--- config.mk ---
export PLATFORM = sky130hd
export DESIGN_NAME = fpdp_mul_arbiter
export DESIGN_NICKNAME = d
export VERILOG_FILES = /design/src/rtl/fpdp_pkg.sv /design/src/rtl/fpdp_mul_arbiter_rr_pick4.sv /design/src/rtl/fpdp_mul_arbiter.sv
export SDC_FILE = /design/constraint.sdc
export NUM_CORES = 1
export LEC_CHECK = 0
export CAP_MARGIN = 15
export CORE_AREA = 4 4 301 303
export CTS_CLUSTER_SIZE = 10
export DETAILED_ROUTE_END_ITERATION = 6
export DIE_AREA = 0 0 305 307
export PLACE_DENSITY_LB_ADDON = 0.05
export SYNTH_ARGS = -nofsm -noshare
export SYNTH_HDL_FRONTEND = slang
export SYNTH_HIERARCHICAL = 1
export SYNTH_SLANG_ARGS = --single-unit
--- constraint.sdc ---
create_clock -name clk -period 4.65 [get_ports clk]
set_input_delay 0.465 -clock clk [delete_from_list [all_inputs] [get_ports clk]]
set_output_delay 0.465 -clock clk [all_outputs]
set_load 0.005 [all_outputs]
--- src/rtl/fpdp_pkg.sv ---
// Shared definitions for the double-precision multiplier arbiter:
// FSM state encoding, the quiet-NaN returned on timeout, requester count,
// default timeout and a one-hot tag helper.
package fpdp_pkg;

  localparam int unsigned N_REQ       = 4;
  localparam int unsigned TIMEOUT_DEF = 255;
  localparam int unsigned DATA_W      = 64;
  localparam int unsigned IDX_W       = 2;
  localparam int unsigned CNT_W       = 8;

  localparam logic [DATA_W-1:0] QNAN = 64'h7FF8_0000_0000_0000;

  typedef enum logic [1:0] {
    IDLE  = 2'd0,
    ISSUE = 2'd1,
    WAIT  = 2'd2,
    RESP  = 2'd3
  } state_t;

  // Requester index -> one-hot tag as used on mul_ready/mul_done/ack.
  function automatic logic [N_REQ-1:0] onehot(input logic [IDX_W-1:0] idx);
    return N_REQ'(1) << idx;
  endfunction

endpackage

--- src/rtl/fpdp_mul_arbiter_rr_pick4.sv ---
// Combinational round-robin picker for four requesters.
// Ports:
//   req    : request levels
//   ptr    : round-robin pointer (first index considered)
//   idx_c  : granted index, first set bit at or after ptr, wrapping 3->0
//   vld_c  : high when any request is set
module rr_pick4 (
  input  logic [3:0] req,
  input  logic [1:0] ptr,
  output logic [1:0] idx_c,
  output logic       vld_c
);

  logic [1:0] cand;

  // Scan from the farthest offset down so the nearest set bit wins.
  always_comb begin
    idx_c = 2'd0;
    vld_c = 1'b0;
    cand  = 2'd0;
    for (int k = 3; k >= 0; k--) begin
      cand = ptr + 2'(k);
      if (req[cand]) begin
        idx_c = cand;
        vld_c = 1'b1;
      end
    end
  end

endmodule

--- src/rtl/fpdp_mul_arbiter.sv ---
// Round-robin arbiter sharing one fpdp_multiplication unit among four
// requesters. A job is granted in IDLE, issued for one cycle with a one-hot
// tag, waited on until the multiplier echoes the tag (or a timeout aborts it
// with a qNaN result and a multiplier reset), then acknowledged for one cycle.
// Ports:
//   clk, rset                 : clock, synchronous active-high reset
//   req, req_a, req_b         : per-requester request level and operands
//   ack, result, err, busy    : one-hot completion, product, timeout flag, busy
//   mul_multiplier/_multiplicand, mul_ready, mul_rset : to the multiplier
//   mul_done, mul_product     : from the multiplier
module fpdp_mul_arbiter
  import fpdp_pkg::*;
#(
  parameter int unsigned N_REQ   = fpdp_pkg::N_REQ,
  parameter int unsigned TIMEOUT = TIMEOUT_DEF
) (
  input  logic                    clk,
  input  logic                    rset,
  input  logic [N_REQ-1:0]        req,
  input  logic [N_REQ*DATA_W-1:0] req_a,
  input  logic [N_REQ*DATA_W-1:0] req_b,
  output logic [N_REQ-1:0]        ack,
  output logic [DATA_W-1:0]       result,
  output logic                    err,
  output logic                    busy,
  output logic [DATA_W-1:0]       mul_multiplier,
  output logic [DATA_W-1:0]       mul_multiplicand,
  output logic [N_REQ-1:0]        mul_ready,
  output logic                    mul_rset,
  input  logic [N_REQ-1:0]        mul_done,
  input  logic [DATA_W-1:0]       mul_product
);

  localparam logic [CNT_W:0] TO_LIM = TIMEOUT[CNT_W:0];

  state_t           state;
  logic [IDX_W-1:0] ptr;
  logic [IDX_W-1:0] grant;
  logic [CNT_W-1:0] cnt;
  logic [CNT_W:0]   cnt_nxt;
  logic [IDX_W-1:0] pick_idx;
  logic             pick_vld;

  rr_pick4 u_pick (
    .req   (req),
    .ptr   (ptr),
    .idx_c (pick_idx),
    .vld_c (pick_vld)
  );

  // One extra bit so TIMEOUT = 255 compares without wrap.
  assign cnt_nxt = {1'b0, cnt} + {{CNT_W{1'b0}}, 1'b1};

  // Arbiter FSM; all outputs are registered alongside the state.
  always_ff @(posedge clk) begin
    if (rset) begin
      state            <= IDLE;
      ptr              <= '0;
      grant            <= '0;
      cnt              <= '0;
      ack              <= '0;
      err              <= 1'b0;
      busy             <= 1'b0;
      result           <= '0;
      mul_multiplier   <= '0;
      mul_multiplicand <= '0;
      mul_ready        <= '0;
      mul_rset         <= 1'b1;
    end else begin
      // Pulsed outputs default low every cycle.
      ack       <= '0;
      err       <= 1'b0;
      mul_ready <= '0;
      mul_rset  <= 1'b0;
      case (state)
        IDLE: begin
          if (pick_vld) begin
            grant            <= pick_idx;
            mul_multiplier   <= req_a[{pick_idx, 6'd0} +: DATA_W];
            mul_multiplicand <= req_b[{pick_idx, 6'd0} +: DATA_W];
            mul_ready        <= onehot(pick_idx);
            busy             <= 1'b1;
            state            <= ISSUE;
          end
        end
        ISSUE: begin
          cnt   <= '0;
          state <= WAIT;
        end
        WAIT: begin
          // Only the tag of the current grant completes the job.
          if (mul_done == onehot(grant)) begin
            result <= mul_product;
            ack    <= onehot(grant);
            state  <= RESP;
          end else if (cnt_nxt == TO_LIM) begin
            result   <= QNAN;
            err      <= 1'b1;
            ack      <= onehot(grant);
            mul_rset <= 1'b1;
            state    <= RESP;
          end else begin
            cnt <= cnt_nxt[CNT_W-1:0];
          end
        end
        RESP: begin
          ptr   <= grant + IDX_W'(1);
          busy  <= 1'b0;
          state <= IDLE;
        end
        default: begin
          state <= IDLE;
        end
      endcase
    end
  end

endmodule

* Word-level counts from Yosys, hierarchy flattened
Index checks and enable logic that the tools add are counted.
** Storage, ports and cells
- Word-level logic and storage cells :: 80
- Register bits after elaboration :: 217
- Output and inout bits :: 203
- Input port bits :: 586
** Cells by class
- Bitwise logic cells :: 3
- Add/sub/neg operators :: 5
- Magnitude comparators :: 4
- Equality and inequality tests :: 9
- Reductions and logical operators :: 11
- Mux-type cells :: 32
- Shift operators :: 4
** Operators with widths (count)
- 256-bit by 9-bit variable part select with 64-bit output :: 2
- 64-bit 2-to-1 mux :: 2
- 8-bit 2-to-1 mux :: 2
- 8-bit one-hot mux with 2 select lines :: 1
- 2-bit 2-to-1 mux :: 7
- 2-bit by 3-bit < comparator with 1-bit output (second input constant) :: 4
- 1-bit 2-to-1 mux :: 12
- 8-bit by 1-bit adder with 9-bit output (second input constant) :: 1
- 9-bit by 8-bit == test with 1-bit output (second input constant) :: 1
- 1-bit binary-select mux with 2-bit select :: 4
- 4-bit 2-to-1 mux :: 2
- 2-bit one-hot mux with 4 select lines :: 1
- 2-bit AND reduction :: 4
- 1-bit by 2-bit left shift with 4-bit output (first input constant) :: 2
- 2-bit != test (second input constant) :: 3
- 2-bit nonzero test :: 3
- 2-bit by 1-bit adder with 2-bit output (second input constant) :: 2
- 2-bit adder (second input constant) :: 2
- 2-bit == test (second input constant) :: 2
- 4-bit == test :: 1
- 3-bit != test (second input constant) :: 1
- 1-bit NOT :: 3
- 3-bit AND reduction :: 1
- 3-bit OR reduction :: 1
- 4 further kinds :: 4

* Depth between registers and ports, before layout
- Word-level depth :: 9
- Mapped depth :: 9
- Mapped depth without buffers :: 7

* By module
The synthesis kept the hierarchy.
** By module, submodules not included
- fpdp_mul_arbiter :: seq. area each 4344.2 µm², area an instance 10724.0 µm², cells each 851, instances 1
- rr_pick4 :: seq. area each 0.0 µm², area an instance 77.6 µm², cells each 13, instances 1

* Worst setup path after synthesis
No wires, ideal clock.
- Kind :: input to register
- Start :: input req[3]
- End :: register mul_multiplicand[50]
- Required time :: 4533 ps
- Arrival time :: 2149 ps
- Library setup time :: 117 ps
- Setup slack :: 2384 ps
- Path buffers :: 3
- Stages :: 7
- Cell sequence :: mux2i_1 > a211oi_2 > clkbuf_1 > buf_2 > buf_2 > mux4_2 > a22o_1
** On the way
- Cells in the longest elaborated chain, start to end :: 7
- Elaborated cells on any way between the ends :: 18
- Classes of those cells :: 1 x shift; 16 x mux; 1 x reduce/logical
** Ends and longest elaborated chain
- start, declared :: line fpdp_mul_arbiter.sv:19 : input logic [N_REQ-1:0] req,
- 1-bit binary-select mux with 2-bit select :: line fpdp_mul_arbiter_rr_pick4.sv:23 : if (req[cand]) begin
- 1-bit 2-to-1 mux (implied by the code) :: line fpdp_mul_arbiter_rr_pick4.sv:23
- 2-bit 2-to-1 mux (3 in a row) :: line fpdp_mul_arbiter_rr_pick4.sv:23
- 2-bit 2-to-1 mux (*) :: line fpdp_mul_arbiter_rr_pick4.sv:23
- via pick_idx[0] :: line fpdp_mul_arbiter.sv:41 : logic [IDX_W-1:0] pick_idx;
- 256-bit by 9-bit variable part select with 64-bit output (*) :: line fpdp_mul_arbiter.sv:80 : mul_multiplicand <= req_b[{pick_idx, 6'd0} +: DATA_W];
- end signal, assigned :: line fpdp_mul_arbiter.sv:80
- end, declared :: line fpdp_mul_arbiter.sv:27 : output logic [DATA_W-1:0] mul_multiplicand,
Mark *: on every way through the listed nets, which the timed path passes. The rest lies on a longest branch. The select of a mux whose other input is x is not followed.
A chain may end at the register's enable or synchronous reset.

* Worst setup path after layout
- Start :: register grant[0]
- End :: register result[19]
** On the way
- Cells in the longest elaborated chain, start to end :: 4
- Elaborated cells on any way between the ends :: 5
- Classes of those cells :: 1 x eq/ne; 1 x shift; 1 x mux; 2 x reduce/logical
** Ends and longest elaborated chain
- start, declared :: line fpdp_mul_arbiter.sv:38 : logic [IDX_W-1:0] grant;
- start signal, assigned :: line fpdp_mul_arbiter.sv:78 : grant <= pick_idx;
- 1-bit by 2-bit left shift with 4-bit output (*) :: line fpdp_pkg.sv:23 : return N_REQ'(1) << idx;
- 4-bit == test (*) :: line fpdp_mul_arbiter.sv:92 : if (mul_done == onehot(grant)) begin
- 2-bit nonzero test (no line)
- 2-bit AND reduction (no line)
- end signal, assigned :: line fpdp_mul_arbiter.sv:93 : result <= mul_product;
- end, declared :: line fpdp_mul_arbiter.sv:23 : output logic [DATA_W-1:0] result,
Mark *: on every way between the ends. The rest lies on a longest branch, timed or not.

==> results by group <==
Run status
  • Status: complete, no violations

Route
  • Detailed Routing Iterations Pass 1: 7
  • DRT iter0 DRCs: 550
  • Detailed Route WL: 79300 um
  • Post-DRT Antenna Nets: 0
  • Drt drc: 0
  • Vias/cell: 3.94
  • Drt wl/cell: 28.0 um
  • DR vias: 11164

Setup path
  • CP Cell Sequence: inv_1 -> ha_1 -> xor2_1 -> nor4_4 -> and2_4 -> a21oi_1 -> a311oi_1
  • Worst-path maximum fanout: 102
  • Setup CP Type: flop to flop
  • Crit path required time: 5.07 ns
  • FF-to-FF path depth: 7
  • Startpoint Class: flop
  • Crit-path max cell delay: 0.88 ns
  • Critical Path AT: 3.40 ns
  • Reg-to-reg critical path startpoint: grant[0]$_SDFFE_PP0P_
  • Worst reg2reg setup slack: 1.67 ns
  • CP max-delay cell: and2_4
  • Reg-to-Reg End: result[19]$_SDFFE_PP0P_
  • CP endpoint kind: flop

CTS
  • Reg clk slew, reported paths: 0.06 ns
  • Worst-skew pair later-pin latency: 0.54 ns
  • # clock sinks: 217
  • CTS HTree Levels: 2
  • Clock Tree Buf Depth: 3
  • CTS Buf Count: 35
  • Clk root buf: clkbuf_16
  • Hold_buf cts: 0
  • CTS tree: built
  • Setup repair bufs after CTS: 0
  • Cts repair resizes: 0

Global route
  • Vias in the first global route: 11988
  • Largest net degree at the start of global routing: 103
  • GR Util met2: 0.281
  • Total Routing Usage GR: 0.161
  • Antenna violations before repair: 59
  • GRT Residual Overflow: 0
  • Met1 usage: 0.168
  • Met3 Usage GRT: 0.0837
  • First-pass GRT wire length: 105000 um
  • Grt peak-use layer: met2

Timing
  • Pins Over Slew Limit: 0
  • Setup_tns: 0 ns
  • Min Tclk post-route: 2.98 ns
  • Worst Max-Slew Pin Slew: 1.08 ns
  • Slew HR: 0.281
  • Clk_skew: 0.0168 ns
  • Fin crit share: 0.641
  • Setup violators final: 0
  • Hold Fails Final Rpt: 0
  • RSZ-0062 raised after global routing: no
  • Fmax: 336 MHz

Hold path
  • Hold/Removal Path Class: input pin to flop
  • Hold Path Stages: 2
  • Hold endpoint: ptr[1]$_SDFFE_PP0P_
  • Worst Hold Launch: rset

Layout
  • Register Area: 4340 um^2
  • Final non-filler cell total: 2835
  • Fillcell total: 9295
  • Final core utilization: 0.241
  • Area grow syn2layout: 96.2%
  • Multi-input combinational cell area: 6000 um^2
  • Layout cells sized above 1: 0.142
  • Nets@finish: 2212

Synthesis
  • Largest family of logic cells by synthesized area: multiplexers
  • Simple-Gate Fraction of Synth Area: 0.0481
  • Synth warn: 6
  • Post-synthesis sequential area ratio: 0.402
  • Post-Syn Area: 10800 um^2
  • Unique masters post-synth: 50
  • Xor/xnor share of the synthesized area: 0.00568
  • Synthesized Nets: 1460
  • Synth Area in Adders: 0.0116
  • Complex-gate fraction of the synthesized area: 0.211
  • #FFs+latches synth: 217
  • Post-synth EDFFs: 0
  • Async S/R FF share, synth: 0
  • Syn Inst Count: 864
  • Avg Inst Size Synth: 12.5 um^2
  • Ys flop type: dfxtp_1
  • Post-synthesis mux area share: 0.275

Power
  • IR drop worst, VDD: 244 uV
  • Switching Share: 0.320
  • Internal power: 5.77 mW
  • Comb pwr share: 0.385
  • Switch Pwr: 2.72 mW
  • Pwr per Cell Area: 400 nW/um^2
  • Seq pwr share: 0.301
  • Clock power frac: 0.315
  • Pleak: 7.12 nW

Floorplan
  • Die H: 307 um
  • Starting Density: 0.123
  • CORE AREA: 88000 um^2
  • Die width: 305 um
  • Std-Cell Rows: 109
  • Die area: 93600 um^2
  • I/O pins: 789

Placement
  • Cells after DPL: 2744
  • DPL Wire Length: 64100 um
  • # port buffers: 788
  • Global placer's final weighted congestion: 0.841

Run
  • Max-cap viol count: 0
[cell families (layout without fill, tap and decap cells)]
kind of cell               after synthesis  in the layout
and+or+nand+nor                        113            113
xor gates and xnor gates                 7              7
muxes                                  137            137
adders and majority gates               10             10
DFF                                    217            217
AOI/OAI and AO/OA                      277            277
buffers and inverters                  103            876
other                                    0             33
[power by group through the flow]
stage                     logic, mW  clock network [mW]  registers (mW)
after detailed placement       3.35                   0            2.57
after floorplan                1.23                   0            2.57
final                          3.26                2.67            2.55
after global placement         3.38                   0            2.58
after CTS                      3.35                2.84            2.56
after global routing           3.49                2.87            2.61
[cell type report]
| cell class | instances | area share |
|---|---|---|
| clock inverters | 3 | 0.00189 |
| inverters | 9 | 0.00159 |
| multi-input cells | 544 | 0.283 |
| repair buffers | 809 | 0.384 |
| clock buffers | 55 | 0.0516 |
| diodes | 33 | 0.00390 |
| flip-flops and latches | 217 | 0.205 |
| well taps | 1165 | 0.0688 |
[stage by stage]
step | area [um^2] | setup WS, ns | total power [mW] | hold WS (ns)
2_1_floorplan | 10800 | 2.38 | 3.80 | 0.455
3_3_place_gp | 20000 | 1.48 | 5.96 | 0.462
3_5_place_dp | 20000 | 1.47 | 5.92 | 0.463
4_1_cts | 21100 | 1.63 | 8.75 | 0.205
5_1_grt | 21100 | 1.39 | 8.96 | 0.259
6_report | 21200 | 1.67 | 8.48 | 0.264
[worst max-delay path, delay by kind of cell, from the launching register on]
family | cells | cell delay, ns
simple gates | 2 | 1.34
xor+xnor | 1 | 0.21
flops | 1 | 0.39
compound gates | 2 | 0.47
fa+ha+maj | 1 | 0.24
buf+inv | 1 | 0.10
[layout by cell type (no fill, tap or decap), drive strengths merged, types with 3 or more instances in the layout]
cell type	n
a311oi	52
a211oi	5
nand3	6
mux2i	7
nor3	3
o21ba	12
xor2	5
clkinv	3
clkbuf	55
a22o	129
diode	33
nand2	67
inv	8
and3	5
ha	10
o221ai	12
mux4	128
dfxtp	217
buf	22
nor2	13
clkdlybuf4s50	787
nor4	4
nand2b	5
a21oi	55
[per-layer routing]
layer,up-vias,part of all wire
met3,124,0.10
li1,5068,-
met2,534,0.51
met1,5400,0.36
met4,38,0.023
met5,-,0.0030
[synth_stat cells, types with 5 or more instances]
| library cell | count | area (um^2) |
|---|---|---|
| a311oi_2 | 5 | 75.1 |
| o21ba_2 | 12 | 120 |
| clkbuf_1 | 60 | 225 |
| and3_1 | 5 | 31.3 |
| a311oi_1 | 47 | 412 |
| nand2_1 | 67 | 251 |
| buf_6 | 11 | 124 |
| a21oi_1 | 55 | 275 |
| o221ai_1 | 12 | 105 |
| nand2b_1 | 5 | 31.3 |
| a22o_1 | 129 | 1130 |
| dfxtp_1 | 217 | 4340 |
| mux2i_1 | 7 | 70.1 |
| nor2_1 | 13 | 48.8 |
| inv_1 | 8 | 30.0 |
| nand3_1 | 6 | 30.0 |
| ha_1 | 10 | 125 |
| buf_2 | 19 | 95.1 |
| mux4_2 | 128 | 2880 |
| xor2_1 | 5 | 43.8 |
[registers in the layout (all words and copies together), names as in the netlist]
signal	cells
ack	4
busy	1
cnt	8
err	1
grant	2
mul_multiplicand	64
mul_multiplier	64
mul_ready	4
mul_rset	1
ptr	2
result	64
state	2
[worst max path at each step]
stage,from,endpoint
finish,grant[0]$_SDFFE_PP0P_,result[19]$_SDFFE_PP0P_
global route,grant[0]$_SDFFE_PP0P_,result[39]$_SDFFE_PP0P_
CTS,grant[0]$_SDFFE_PP0P_,result[22]$_SDFFE_PP0P_
detailed placement,req[3],mul_multiplier[62]$_SDFFE_PP0P_
global placement,req[3],mul_multiplier[62]$_SDFFE_PP0P_
floorplan,req[3],mul_multiplicand[50]$_SDFFE_PP0P_
Note: power is estimated with default switching activity, not from simulation.
